===== config.mk =====
export PLATFORM = sky130hd
export DESIGN_NAME = sram_arbiter_2x1_flat
export DESIGN_NICKNAME = d
export VERILOG_FILES = /design/src/rtl/sram_arbiter_2x1_if.sv /design/src/rtl/sram_arbiter_2x1.sv /design/src/flat_wrapper.sv
export SDC_FILE = /design/constraint.sdc
export NUM_CORES = 1
export LEC_CHECK = 0
export BUFFER_PORTS_ARGS = -buffer_cell sky130_fd_sc_hd__buf_2
export CELL_PAD_IN_SITES_DETAIL_PLACEMENT = 0
export CELL_PAD_IN_SITES_GLOBAL_PLACEMENT = 1
export CORE_AREA = 8 8 231 233
export DETAILED_ROUTE_END_ITERATION = 10
export DIE_AREA = 0 0 239 241
export MAX_ROUTING_LAYER = met4
export PLACE_DENSITY = 0.5
export SYNTH_ARGS = -nofsm -noshare
export SYNTH_HDL_FRONTEND = slang
export SYNTH_SLANG_ARGS = --single-unit

===== constraint.sdc =====
create_clock -name clk -period 3.2 [get_ports clk]
set_input_delay 0 -clock clk [delete_from_list [all_inputs] [get_ports clk]]
set_output_delay 0 -clock clk [all_outputs]
set_load 0.005 [all_outputs]

===== src/rtl/sram_arbiter_2x1_if.sv =====
// Request/response bundle for one master of sram_arbiter_2x1.
// The master drives the request fields; the arbiter returns stall and read data.
interface sram_arbiter_2x1_if #(
  parameter int ADDR_W = 64,
  parameter int DATA_W = 64
);
  logic                  en;
  logic [DATA_W/8-1:0]   we;
  logic [ADDR_W-1:0]     addr;
  logic [DATA_W-1:0]     wdata;
  logic                  stall;
  logic                  rvalid;
  logic [DATA_W-1:0]     rdata;

  modport master (
    output en, we, addr, wdata,
    input  stall, rvalid, rdata
  );

  modport slave (
    input  en, we, addr, wdata,
    output stall, rvalid, rdata
  );
endinterface


===== src/rtl/sram_arbiter_2x1.sv =====
// Round-robin arbiter sharing one single-port, 1-cycle-latency RAM between
// the fetch port (m0) and the data port (m1), with per-master read-data hold.
module sram_arbiter_2x1 #(
  parameter int ADDR_W = 64,
  parameter int DATA_W = 64
) (
  input  logic                 clk,
  input  logic                 resetn,
  sram_arbiter_2x1_if.slave    m0,
  sram_arbiter_2x1_if.slave    m1,
  output logic                 ram_en,
  output logic [DATA_W/8-1:0]  ram_we,
  output logic [ADDR_W-1:0]    ram_addr,
  output logic [DATA_W-1:0]    ram_wdata,
  input  logic [DATA_W-1:0]    ram_rdata
);
  localparam int BE_W = DATA_W / 8;

  typedef enum logic {
    GRANT_M0 = 1'b0,
    GRANT_M1 = 1'b1
  } grant_e;

  grant_e last_grant_reg;
  grant_e last_grant_next;
  logic [1:0] grant;

  logic [1:0]        m_en;
  logic [BE_W-1:0]   m_we    [2];
  logic [ADDR_W-1:0] m_addr  [2];
  logic [DATA_W-1:0] m_wdata [2];
  logic [1:0]        m_stall;
  logic [1:0]        m_rvalid;
  logic [DATA_W-1:0] m_rdata [2];

  assign m_en       = {m1.en, m0.en};
  assign m_we[0]    = m0.we;
  assign m_we[1]    = m1.we;
  assign m_addr[0]  = m0.addr;
  assign m_addr[1]  = m1.addr;
  assign m_wdata[0] = m0.wdata;
  assign m_wdata[1] = m1.wdata;

  assign m0.stall  = m_stall[0];
  assign m1.stall  = m_stall[1];
  assign m0.rvalid = m_rvalid[0];
  assign m1.rvalid = m_rvalid[1];
  assign m0.rdata  = m_rdata[0];
  assign m1.rdata  = m_rdata[1];

  always_ff @(posedge clk) begin
    if (!resetn) begin
      last_grant_reg <= GRANT_M1;
    end else begin
      last_grant_reg <= last_grant_next;
    end
  end

  // Grant and RAM mux; requests are masked entirely while in reset.
  always_comb begin
    grant           = 2'b00;
    last_grant_next = last_grant_reg;
    ram_we          = '0;
    ram_addr        = m_addr[0];
    ram_wdata       = m_wdata[0];

    if (resetn) begin
      case (m_en)
        2'b01:   grant = 2'b01;
        2'b10:   grant = 2'b10;
        2'b11:   grant = (last_grant_reg == GRANT_M1) ? 2'b01 : 2'b10;
        default: grant = 2'b00;
      endcase
    end

    if (grant[1]) begin
      last_grant_next = GRANT_M1;
      ram_we          = m_we[1];
      ram_addr        = m_addr[1];
      ram_wdata       = m_wdata[1];
    end else if (grant[0]) begin
      last_grant_next = GRANT_M0;
      ram_we          = m_we[0];
    end
  end

  assign ram_en = |grant;

  generate
    for (genvar gi = 0; gi < 2; gi++) begin : g_master
      logic              rd_reg;
      logic              rd_next;
      logic [DATA_W-1:0] hold_reg;

      assign rd_next = grant[gi] & ~(|m_we[gi]);

      always_ff @(posedge clk) begin
        if (!resetn) begin
          rd_reg   <= 1'b0;
          hold_reg <= '0;
        end else begin
          rd_reg <= rd_next;
          if (rd_reg) begin
            hold_reg <= ram_rdata;
          end
        end
      end

      // rvalid follows the flag even on the first reset cycle after a read.
      assign m_stall[gi]  = resetn & m_en[gi] & ~grant[gi];
      assign m_rvalid[gi] = rd_reg;
      assign m_rdata[gi]  = rd_reg ? ram_rdata : hold_reg;
    end
  endgenerate
endmodule


===== src/flat_wrapper.sv =====
// flat-port wrapper written by rule: the top's interface ports become plain ports
module sram_arbiter_2x1_flat 
#(
  parameter int ADDR_W = 64,
  parameter int DATA_W = 64
)
  (clk, resetn, ram_en, ram_we, ram_addr, ram_wdata, ram_rdata, m0_en, m0_we, m0_addr, m0_wdata, m0_stall, m0_rvalid, m0_rdata, m1_en, m1_we, m1_addr, m1_wdata, m1_stall, m1_rvalid, m1_rdata);
  sram_arbiter_2x1_if #(.ADDR_W(ADDR_W), .DATA_W(DATA_W)) m0_i ();
  sram_arbiter_2x1_if #(.ADDR_W(ADDR_W), .DATA_W(DATA_W)) m1_i ();
  input  logic clk;
  input  logic resetn;
  output logic ram_en;
  output logic [DATA_W/8-1:0] ram_we;
  output logic [ADDR_W-1:0] ram_addr;
  output logic [DATA_W-1:0] ram_wdata;
  input  logic [DATA_W-1:0] ram_rdata;
  input wire logic [$bits(m0_i.en)-1:0] m0_en;
  input wire logic [$bits(m0_i.we)-1:0] m0_we;
  input wire logic [$bits(m0_i.addr)-1:0] m0_addr;
  input wire logic [$bits(m0_i.wdata)-1:0] m0_wdata;
  output wire logic [$bits(m0_i.stall)-1:0] m0_stall;
  output wire logic [$bits(m0_i.rvalid)-1:0] m0_rvalid;
  output wire logic [$bits(m0_i.rdata)-1:0] m0_rdata;
  input wire logic [$bits(m1_i.en)-1:0] m1_en;
  input wire logic [$bits(m1_i.we)-1:0] m1_we;
  input wire logic [$bits(m1_i.addr)-1:0] m1_addr;
  input wire logic [$bits(m1_i.wdata)-1:0] m1_wdata;
  output wire logic [$bits(m1_i.stall)-1:0] m1_stall;
  output wire logic [$bits(m1_i.rvalid)-1:0] m1_rvalid;
  output wire logic [$bits(m1_i.rdata)-1:0] m1_rdata;
  assign m0_i.en = m0_en;
  assign m0_i.we = m0_we;
  assign m0_i.addr = m0_addr;
  assign m0_i.wdata = m0_wdata;
  assign m0_stall = m0_i.stall;
  assign m0_rvalid = m0_i.rvalid;
  assign m0_rdata = m0_i.rdata;
  assign m1_i.en = m1_en;
  assign m1_i.we = m1_we;
  assign m1_i.addr = m1_addr;
  assign m1_i.wdata = m1_wdata;
  assign m1_stall = m1_i.stall;
  assign m1_rvalid = m1_i.rvalid;
  assign m1_rdata = m1_i.rdata;
  sram_arbiter_2x1 #(.ADDR_W(ADDR_W), .DATA_W(DATA_W)) u_core (.clk(clk), .resetn(resetn), .m0(m0_i), .m1(m1_i), .ram_en(ram_en), .ram_we(ram_we), .ram_addr(ram_addr), .ram_wdata(ram_wdata), .ram_rdata(ram_rdata));
endmodule

# Word-level counts from Yosys, hierarchy flattened

Cells that the tools add are included.

Reduce and logical (&&, ||, !) cells: 4
Multiplexer cells: 9
Bitwise operators: 11
Eq/ne operators: 3

Operators by type and width:

| cell                 | count |
|---|---|
| $mux W64             | 4 |
| $mux W8              | 2 |
| $reduce_or A8 Y1     | 2 |
| $and A1 B1 Y1        | 6 |
| $pmux W2 S3          | 1 |
| $not A1 Y1           | 5 |
| $eq A2 B2 Y1 const B | 2 |
| $mux W2              | 2 |
| $reduce_or A2 Y1     | 2 |
| $eq A2 B1 Y1 const B | 1 |

Logic and storage cells: 32
Flip-flop bits (word level): 131
Input port bits: 340
Output and inout bits: 269

# Logic depth before layout (Yosys ltp)

Gate-level depths: netlist of run 1.

Word-level depth: 5
Mapped depth: 5
Mapped depth without buffers: 3

# Worst setup path after synthesis of run 1

OpenSTA, ideal clock, no wires.

Path type: register to register
From: register u_core.g_master[0].rd_reg, in the netlist u_core.m0.rvalid
To: register u_core.g_master[0].hold_reg[0]
Setup time: 0.115 ns
Stages on the path, launching flop included: 5
Arrival time: 1.361 ns
Slack: 1.724 ns
Cells stage by stage: dfxtp_1 > clkbuf_1 > buf_2 > mux2_2 > and2_1

Word-level cells in the longest chain between the ends: 1

Ends and longest elaborated chain:

| what                     | line                    | text |
|---|---|---|
| start: declaration       | sram_arbiter_2x1.sv:91  | `logic rd_reg;` |
| start signal: assignment | sram_arbiter_2x1.sv:102 | `rd_reg <= rd_next;` |
| $mux W64                 | n/a                     |  |
| via m0_rdata[0]          | flat_wrapper.sv:23      | `output wire logic [$bits(m0_i.rdata)-1:0] m0_rdata;` |
| end signal: assignment   | sram_arbiter_2x1.sv:104 | `hold_reg <= ram_rdata;` |
| end: declaration         | sram_arbiter_2x1.sv:93  | `logic [DATA_W-1:0] hold_reg;` |

The timed path passes the listed nets, and every way through them passes these cells.
A chain may end at the register's enable or synchronous reset.

# Final worst setup path of run 1

From: register u_core.last_grant_reg
To: output port ram_wdata[14]

Word-level cells in the longest chain between the ends: 4

Ends and longest elaborated chain:

| what                     | line                   | text |
|---|---|---|
| start: declaration       | sram_arbiter_2x1.sv:24 | `grant_e last_grant_reg;` |
| start signal: assignment | sram_arbiter_2x1.sv:55 | `last_grant_reg <= last_grant_next;` |
| $mux W2                  | sram_arbiter_2x1.sv:71 | `2'b11: grant = (last_grant_reg == GRANT_M1) ? 2'b01 : 2'b10;` |
| $pmux W2 S3              | sram_arbiter_2x1.sv:68 | `case (m_en)` |
| $mux W2                  | sram_arbiter_2x1.sv:67 | `if (resetn) begin` |
| $mux W64                 | sram_arbiter_2x1.sv:76 | `if (grant[1]) begin` |
| end: declaration         | flat_wrapper.sv:15     | `output logic [DATA_W-1:0] ram_wdata;` |

Every way passes these cells.

==> results by group, run 1 <==
Clocking
  – Number of CTS-inserted buffers: 17
  – Clock transition at path regs: 0.06 ns
  – Max clock buf depth: 2
  – Resized Gates After CTS: 0
  – Clock Sink Count: 131
  – CTS tree: yes
  – H-tree depth: 4
  – Skew-Pair Late Insertion Delay: 0.43 ns
  – Root Driver: clkbuf_16

Placed design
  – Port bufs: 608
  – Post-DP HPWL: 39500 um
  – Gpl congestion: 1.06

Global routing
  – Initial antenna violation count: 19
  – Largest net degree at the start of global routing: 71
  – GRT Total Usage: 15.2%
  – GRT Residual Overflow: 0
  – First-pass GRT wire length: 59600 um
  – Number of global-route vias before repair: 7509

Synth
  – Compound-Gate Fraction of Synth Area: 0.935%
  – Syn Area/Cell: 12.0 um^2
  – Count leader, synth: mux2_2
  – Ys async rst share: 0%
  – Dominant synthesized flop cell: dfxtp_1
  – Mux cell area share after synthesis: 45.2%
  – Synth Area in Adders: 0%
  – FF+latch count, synth: 131
  – Ys Warns: 0
  – Largest family of logic cells by synthesized area: multiplexers
  – Dominant cell type by area after synthesis: dfxtp_1
  – Post-synthesis sequential area ratio: 36.3%
  – Synth top area cells: dfxtp_1 (36%), mux2_2 (24%), mux2_4 (21%)
  – Mapped Cells: 604
  – Number of flops mapped to enable cells by yosys: 0
  – Share of Yosys cell area claimed by the top area cell type: 36.3%
  – Mapped Area: 0.00722 mm^2
  – Post-Synth Simple-Gate Area: 13.4%
  – Cell variety after synth: 24
  – Commonest cells post-synth: mux2_2 (152), dfxtp_1 (131), and2_1 (129), mux2_4 (102), clkbuf_1 (20)
  – Syn Nets: 944
  – XOR/XNOR share of the synthesized area: 0%

STA
  – Worst Tran Pin Value: 0.637 ns
  – Setup TNS Final: 0 ns
  – Final slew viol count: 0
  – Final min period: 2.47 ns
  – Max Fclk: 0.405 GHz
  – RSZ-0062 raised after global routing: no
  – Final hold violations: 0
  – Worst hold slack: 0.0273 ns
  – Worst slew margin: 57.6%
  – Period Utilization, post-route: 77.1%
  – Setup violators final: 0
  – Clk_skew: 0.00622 ns

Worst setup path
  – Crit. End Element: output port
  – Crit path to: ram_wdata[14]
  – Critical path startpoint category: flip-flop
  – Worst r2r path cells: 4
  – Crit path launch: u_core.last_grant_reg
  – FF-to-FF setup slack: 1.31 ns
  – CP Max Fanout: 47
  – FF-to-FF End: u_core.m1.rvalid
  – Worst reg2reg startpoint: u_core.last_grant_reg
  – Data required, critical path: 3.20 ns
  – Path type of the worst setup path: reg -> out
  – WP data arrival: 2.47 ns

Floorplanning
  – Ports: 609
  – Cell Rows: 82
  – CORE AREA: 0.0497 mm^2
  – Initial Util: 14.5%
  – Full die area: 0.0576 mm^2
  – Die H: 241 um
  – DIE WIDTH: 239 um

Finish
  – Max FFs per register: 128
  – Sequential Area: 0.00263 mm^2
  – Nets: 1605
  – Syn-to-layout area delta: 70.7%
  – Filler cells: 5513
  – Layout cell share with drive strength beyond 1: 70.9%
  – Area of the multi-input gates: 0.00432 mm^2

Outcome
  – Outcome: completed

Routing
  – DR vias/cell: 3.68
  – Detailed Route WL: 45800 um
  – WL/cell: 23.4 um
  – # DRC: 0
  – Met2 Wirelength: 20800 um
  – Via count: 7201
  – Antenna-violating nets left: 0
  – Top Layer Used: met4
  – Metal3 WL: 4130 um
  – Initial DRC count: 311
  – M1 wire length: 20000 um
  – TritonRoute pass-1 iters: 4

Job
  – Max-Cap Viols: 0

Pwr
  – Peak supply drop: 0.000247 V
  – Lkg Pwr: 6.56 nW
  – Pwr dens: 380 mW/mm^2

Min path
  – Worst min path class: in -> reg
  – Hold path start: resetn
cell families after synthesis:
| group | after synthesis |
|---|---|
| multiplexers | 256 |
| AND/OR/NAND/NOR | 160 |
| flip-flops | 131 |
| buffers and inverters | 47 |
| AO/OA/AOI/OAI | 10 |
metal layers:
layer,vias up,GRT usage (%)
met3,35,5.33
met2,363,23.3
met1,3376,19.0
li1,3427,-
met4,0,3.85
met5,-,-
critical path, stage by stage, from the launching register on:
cell,delay (ns)
dfxtp_1,0.37
a21boi_4,0.36
nand2_8,0.36
buf_4,0.38
mux2_4,0.32
buf_2,0.16
power breakdown:
group          internal, mW  leakage (nW)  switching (mW)
Clock                  1.40         0.313           0.778
Sequential             1.63          1.06         0.00216
Combinational         0.483          5.19           0.395
Total                  3.52          6.56            1.18
stage by stage:
step / cell area, um^2 / setup WS [ns] / total power [mW] / cells / utilization (%)
finish: 12300 / 0.731 / 4.69 / 1956 / 24.8
global route: 12300 / 0.597 / 4.90 / 1955 / 24.8
CTS: 12300 / 0.736 / 4.79 / 1950 / 24.8
detailed placement: 10900 / 1.23 / 2.49 / 1846 / 22.0
global placement: 10900 / 1.28 / 2.49 / 1846 / 22.0
floorplan: 7220 / 1.72 / 1.98 / 604 / -
what timing repair did:
| action | CTS | global route |
|---|---|---|
| hold endpoints to repair | 131 | 0 |
| hold buffers | 72 | 0 |
| setup buffers | 0 | 0 |
worst min path at each step:
stage | endpoint | slack [ns] | cells past startpoint
detailed placement | ram_wdata[58] | 0.28 | 3
global route | u_core.g_master[0].hold_reg[46] | 0.04 | 2
CTS | u_core.g_master[0].hold_reg[41] | 0.01 | 2
finish | u_core.g_master[0].hold_reg[46] | 0.03 | 2
floorplan | ram_wdata[52] | 0.11 | 1
global placement | u_core.m0.rvalid | 0.29 | 3
placed cells by master (no fill, tap or decap), types with 2 or more instances in the layout:
master / netlist / layout
and2_1: 129 / 129
buf_12: 0 / 4
buf_2: 12 / 607
buf_4: 0 / 5
bufinv_16: 0 / 5
clkbuf_16: 0 / 17
clkinv_2: 0 / 3
clkinv_4: 0 / 2
clkinvlp_4: 0 / 2
dfxtp_1: 131 / 129
dfxtp_4: 0 / 2
diode_2: 0 / 6
dlygate4sd3_1: 0 / 72
mux2_1: 2 / 2
mux2_2: 152 / 152
mux2_4: 102 / 102
nand2_1: 2 / 2
nand3_1: 15 / 15
nor2_1: 3 / 3
nor4_1: 3 / 3
o21ai_0: 8 / 8
cell type report:
type	instances	share of cell area (%)
multi-input combinational	426	35.0
timing repair buffer	688	31.4
sequential	131	21.3
tap	672	6.82
clock buffer	19	3.59
clock inverter	13	1.67
antenna	6	0.122
inverter	1	0.0304
Note: power is estimated with default switching activity, not from simulation.
==> run 2, diff against run 1 <==
--- a/config.mk
+++ b/config.mk
@@ -12,7 +12,7 @@
 export DETAILED_ROUTE_END_ITERATION = 10
 export DIE_AREA = 0 0 239 241
 export MAX_ROUTING_LAYER = met4
-export PLACE_DENSITY = 0.5
+export PLACE_DENSITY = 0.51
 export SYNTH_ARGS = -nofsm -noshare
 export SYNTH_HDL_FRONTEND = slang
 export SYNTH_SLANG_ARGS = --single-unit
==> constraint.sdc (replaced) <==
create_clock -name clk -period 2.04 [get_ports clk]
set_input_delay 0 -clock clk [delete_from_list [all_inputs] [get_ports clk]]
set_output_delay 0 -clock clk [all_outputs]
set_load 0.005 [all_outputs]
==> results by group, run 2 (synthesis results as in run 1) <==
Outcome
  – Outcome: completed

Clocking
  – Clock Sink Count: 131
  – Clock transition at path regs: 0.06 ns
  – H-tree depth: 4
  – CTS tree: yes
  – Number of CTS-inserted buffers: 17
  – Max clock buf depth: 2
  – Root Driver: clkbuf_16
  – Skew-Pair Late Insertion Delay: 0.44 ns

Pwr
  – Clock share of power: 44.4%
  – Sw power: 1.83 mW
  – Reg power frac: 35.9%
  – Lkg Pwr: 6.65 nW
  – Pwr dens: 571 mW/mm^2
  – Pint: 5.31 mW
  – Peak supply drop: 0.000422 V
  – Part of the power in combinational logic: 19.7%
  – Switching share of power: 25.7%

Floorplanning
  – DIE WIDTH: 239 um
  – Initial Util: 14.5%
  – Cell Rows: 82
  – Die H: 241 um
  – Ports: 609
  – CORE AREA: 0.0497 mm^2
  – Full die area: 0.0576 mm^2

Worst setup path
  – CP Max Fanout: 2
  – Crit path max-delay family: buffers and inverters
  – Data required, critical path: 2.40 ns
  – Path type of the worst setup path: in -> reg
  – WP data arrival: 2.39 ns
  – Crit. End Element: flip-flop
  – Buf/Inv on CP: 4
  – CP max stage delay: 0.61 ns
  – Crit-path cells: dlygate4sd3_1 -> buf_2 -> or4_1 -> dlygate4sd3_1 -> nor2_1 -> dlygate4sd3_1
  – Most used cell, CP: dlygate4sd3_1
  – Slowest cell on crit path: dlygate4sd3_1
  – Critical path startpoint category: primary input

Routing
  – Antenna-violating nets left: 0
  – WL/cell: 23.5 um
  – DR vias/cell: 3.69
  – Detailed Route WL: 46400 um
  – TritonRoute pass-1 iters: 4
  – Via count: 7289
  – Initial DRC count: 193
  – # DRC: 0

STA
  – Setup TNS Final: 0 ns
  – Period Utilization, post-route: 99.4%
  – RSZ-0062 raised after global routing: no
  – Setup ws final: 0.0130 ns
  – Final slew viol count: 0
  – Max Fclk: 0.493 GHz
  – Clk_skew: 0.0129 ns
  – Worst Tran Pin Value: 0.776 ns
  – Final hold violations: 0
  – Setup violators final: 0
  – Worst slew margin: 48.3%
  – Final min period: 2.03 ns

Placed design
  – DP Cell Count: 1853
  – Port bufs: 608
  – Post-DP HPWL: 39800 um
  – Gpl congestion: 0.940
  – Pre-CTS WS: 0.188 ns
  – Post-DP Area: 0.0110 mm^2

Min path
  – Worst min path class: in -> reg

Job
  – Max-Cap Viols: 0

Global routing
  – GRT Total Usage: 15.4%
  – Number of global-route vias before repair: 7645
  – Initial antenna violation count: 31
  – GRT Residual Overflow: 0
  – Met1 GRT Util: 17.1%
  – Largest net degree at the start of global routing: 90
  – M3 GR Usage: 6.27%
  – Gr busiest metal: met2
  – First-pass GRT wire length: 60600 um
  – Met2 global-route usage: 25.5%

Finish
  – Layout cell share with drive strength beyond 1: 71.4%
  – Commonest non-fill, non-tap cell in the layout: buf_2
  – Filler cells: 5500
  – Max FFs per register: 128
  – Syn-to-layout area delta: 73.2%
  – Util after Layout: 25.2%
  – Commonest non-fill, non-tap cells in the layout: buf_2 (607), mux2_2 (152), and2_1 (129)
  – Final instance area: 0.0125 mm^2
  – Sequential Area: 0.00263 mm^2
  – Non-filler instance count after layout: 1976
  – Area of the multi-input gates: 0.00433 mm^2
  – Nets: 1617
run 2: cell count changes in the layout (fill, tap and decap cells not counted), sizes merged:
cell	previous run	this run
bufinv	5	2
bufbuf	0	1
dlygate4sd3	72	71
dlymetal6s4s	0	1
clkbuf	19	22
diode	6	16
buf	616	627
clkinvlp	2	1
inv	2	1
run 2: repair_timing:
action,4_1_cts,5_1_grt
hold buffers,72,0
pin swaps,1,1
setup endpoints to repair,57,25
setup buffers,2,1
resized for setup,8,4
endpoints found under the hold margin,131,0
cloned,2,0
run 2: per-stage QoR:
stage | hold WS, ns | power, mW
floorplan | 0.115 | 3.11
global placement | 0.287 | 3.90
detailed placement | 0.286 | 3.90
CTS | 0.254 | 7.30
global route | 0.296 | 7.47
finish | 0.257 | 7.14
run 2: layer usage:
layer	vias to the layer above	routed length (um)
met5	-	0
li1	3451	-
met4	0	1110
met3	57	4230
met1	3418	18400
met2	363	22700
run 2: power groups by stage:
stage | Combinational [mW] | Clock (mW) | Sequential (mW)
global placement | 1.28 | 0 | 2.62
floorplan | 0.493 | 0 | 2.62
detailed placement | 1.28 | 0 | 2.62
CTS | 1.42 | 3.31 | 2.56
finish | 1.41 | 3.17 | 2.56
global route | 1.50 | 3.41 | 2.56
run 2: path summary, 6_finish.rpt:
check / from / end / slack (ns) / cells past startpoint
hold / removal: resetn / u_core.last_grant_reg / 0.26 / 3
setup / recovery: m0_we[1] / u_core.m0.rvalid / 0.01 / 6
setup reg to reg: u_core.last_grant_reg / u_core.m1.rvalid / 0.18 / 5
hold reg to reg: u_core.g_master[0].hold_reg[3] / u_core.g_master[0].hold_reg[3] / 0.58 / 2
run 2: cell type report:
cell class                 instances  share of cell area [%]
multi-input combinational        426                    34.6
timing repair buffer             700                    32.5
sequential                       131                    21.0
tap                              672                    6.72
clock buffer                      22                    3.96
clock inverter                     8                   0.800
antenna                           16                   0.320
inverter                           1                  0.0300
run 2: worst register-to-register path: stages, from the launching register on:
cell           delay [ns]
dfxtp_2              0.35
a21boi_4             0.21
buf_4                0.19
and2_2               0.27
and3_1               0.20
dlygate4sd3_1        0.57
==> run 3, diff against run 2 <==
--- a/config.mk
+++ b/config.mk
@@ -12,7 +12,7 @@
 export DETAILED_ROUTE_END_ITERATION = 10
 export DIE_AREA = 0 0 239 241
 export MAX_ROUTING_LAYER = met4
-export PLACE_DENSITY = 0.51
+export PLACE_DENSITY_LB_ADDON = 0.1
 export SYNTH_ARGS = -nofsm -noshare
 export SYNTH_HDL_FRONTEND = slang
 export SYNTH_SLANG_ARGS = --single-unit
==> results by group, run 3 (synthesis results as in run 1) <==
Outcome
  – Outcome: completed

Worst setup path
  – Path type of the worst setup path: reg -> out
  – Buf/Inv on CP: 2
  – Crit. End Element: output port
  – Crit-path cells: a21boi_4 -> nand2_8 -> buf_16 -> mux2_4 -> buf_2
  – Slowest cell on crit path: dfxtp_2
  – Critical path startpoint category: flip-flop
  – Data required, critical path: 2.04 ns
  – CP Max Fanout: 36
  – WP data arrival: 1.94 ns
  – Crit path max-delay family: buffers and inverters
  – CP max stage delay: 0.35 ns

Floorplanning
  – Full die area: 0.0576 mm^2
  – Cell Rows: 82
  – DIE WIDTH: 239 um
  – Initial Util: 14.5%
  – CORE AREA: 0.0497 mm^2
  – Ports: 609
  – Die H: 241 um

Pwr
  – Lkg Pwr: 6.57 nW
  – Peak supply drop: 0.000503 V
  – Pwr dens: 554 mW/mm^2

STA
  – Final min period: 1.94 ns
  – Worst slew margin: 62.5%
  – Clk_skew: 0.0104 ns
  – Setup violators final: 0
  – Final hold violations: 0
  – Max Fclk: 0.516 GHz
  – Worst Tran Pin Value: 0.563 ns
  – Setup ws final: 0.102 ns
  – RSZ-0062 raised after global routing: no
  – Final slew viol count: 0
  – Period Utilization, post-route: 95.0%
  – Setup TNS Final: 0 ns

Global routing
  – Initial antenna violation count: 13
  – Largest net degree at the start of global routing: 143
  – GRT Total Usage: 15.0%
  – Number of global-route vias before repair: 7445
  – GRT Residual Overflow: 0
  – First-pass GRT wire length: 59500 um

Placed design
  – Pre-CTS WS: 0.443 ns
  – Post-DP Area: 0.0110 mm^2
  – Gpl congestion: 1.14
  – Post-DP HPWL: 39100 um
  – DP Cell Count: 1849
  – Port bufs: 608

Routing
  – DR vias/cell: 3.59
  – Initial DRC count: 183
  – # DRC: 0
  – WL/cell: 23.2 um
  – TritonRoute pass-1 iters: 4
  – Detailed Route WL: 45700 um
  – Via count: 7071
  – Antenna-violating nets left: 0

Clocking
  – Setup Buffers After CTS: 0
  – Max clock buf depth: 2
  – H-tree depth: 4
  – Clock transition at path regs: 0.06 ns
  – Skew-Pair Late Insertion Delay: 0.42 ns
  – Number of CTS-inserted buffers: 17
  – Clock Sink Count: 131
  – Root Driver: clkbuf_16
  – CTS tree: yes

Finish
  – Layout cell share with drive strength beyond 1: 71.0%
  – Util after Layout: 24.9%
  – Commonest non-fill, non-tap cells in the layout: buf_2 (607), mux2_2 (152), and2_1 (129)
  – Non-filler instance count after layout: 1967
  – Commonest non-fill, non-tap cell in the layout: buf_2
  – Final instance area: 0.0124 mm^2
  – Max FFs per register: 128
  – Syn-to-layout area delta: 71.4%
  – Nets: 1610
  – Filler cells: 5495

Min path
  – Worst min path class: in -> out

Job
  – Max-Cap Viols: 0
==> run 3: what timing repair did <==
item                       CTS  global route
resized for setup            3             0
hold buffers                74             0
setup endpoints to repair   13             0
hold endpoints to repair   131             0
==> run 3: worst paths after layout <==
check                             startpoint                         endpoint  slack (ns)  depth (start not counted)
max                    u_core.last_grant_reg                     ram_addr[45]        0.10                          5
min                               m1_addr[6]                      ram_addr[6]        0.29                          3
max reg2reg            u_core.last_grant_reg                 u_core.m1.rvalid        0.13                          5
min reg2reg  u_core.g_master[1].hold_reg[55]  u_core.g_master[1].hold_reg[55]        0.57                          2
==> run 3: worst min-delay path, delay by kind of cell <==
kind | cells | cell delay (ns)
muxes | 1 | 0.12
buffers and inverters | 2 | 0.17
==> run 3: per-stage QoR <==
stage / hold slack (ns) / total power [mW]
floorplan: 0.115 / 3.11
global placement: 0.286 / 3.88
detailed placement: 0.284 / 3.86
CTS: 0.295 / 7.04
global route: 0.301 / 7.25
finish: 0.292 / 6.86
==> run 3: power by group <==
part	total, mW	internal, mW	switching [mW]	leakage, nW
sequential	2.56	2.56	0.00307	1.06
clock	2.95	1.73	1.21	0.275
combinational	1.35	0.768	0.577	5.23
total	6.86	5.06	1.79	6.57
==> run 3: final cells by class <==
class                      count  area [um^2]  area share (%)
timing repair buffer         693         4000            32.3
tap                          672          841            6.79
inverter                       1         3.75          0.0303
sequential                   131         2630            21.3
multi-input combinational    426         4320            34.9
clock buffer                  19          453            3.66
clock inverter                13          109           0.879
antenna                       12         30.0           0.243
==> run 3: metal layers <==
metal | global-route usage [%] | vias to the layer above | wire length [um]
met4 | 3.35 | 0 | 607
met5 | - | - | 0
met3 | 7.38 | 23 | 5010
li1 | - | 3446 | -
met2 | 23.8 | 347 | 21800
met1 | 16.9 | 3255 | 18300
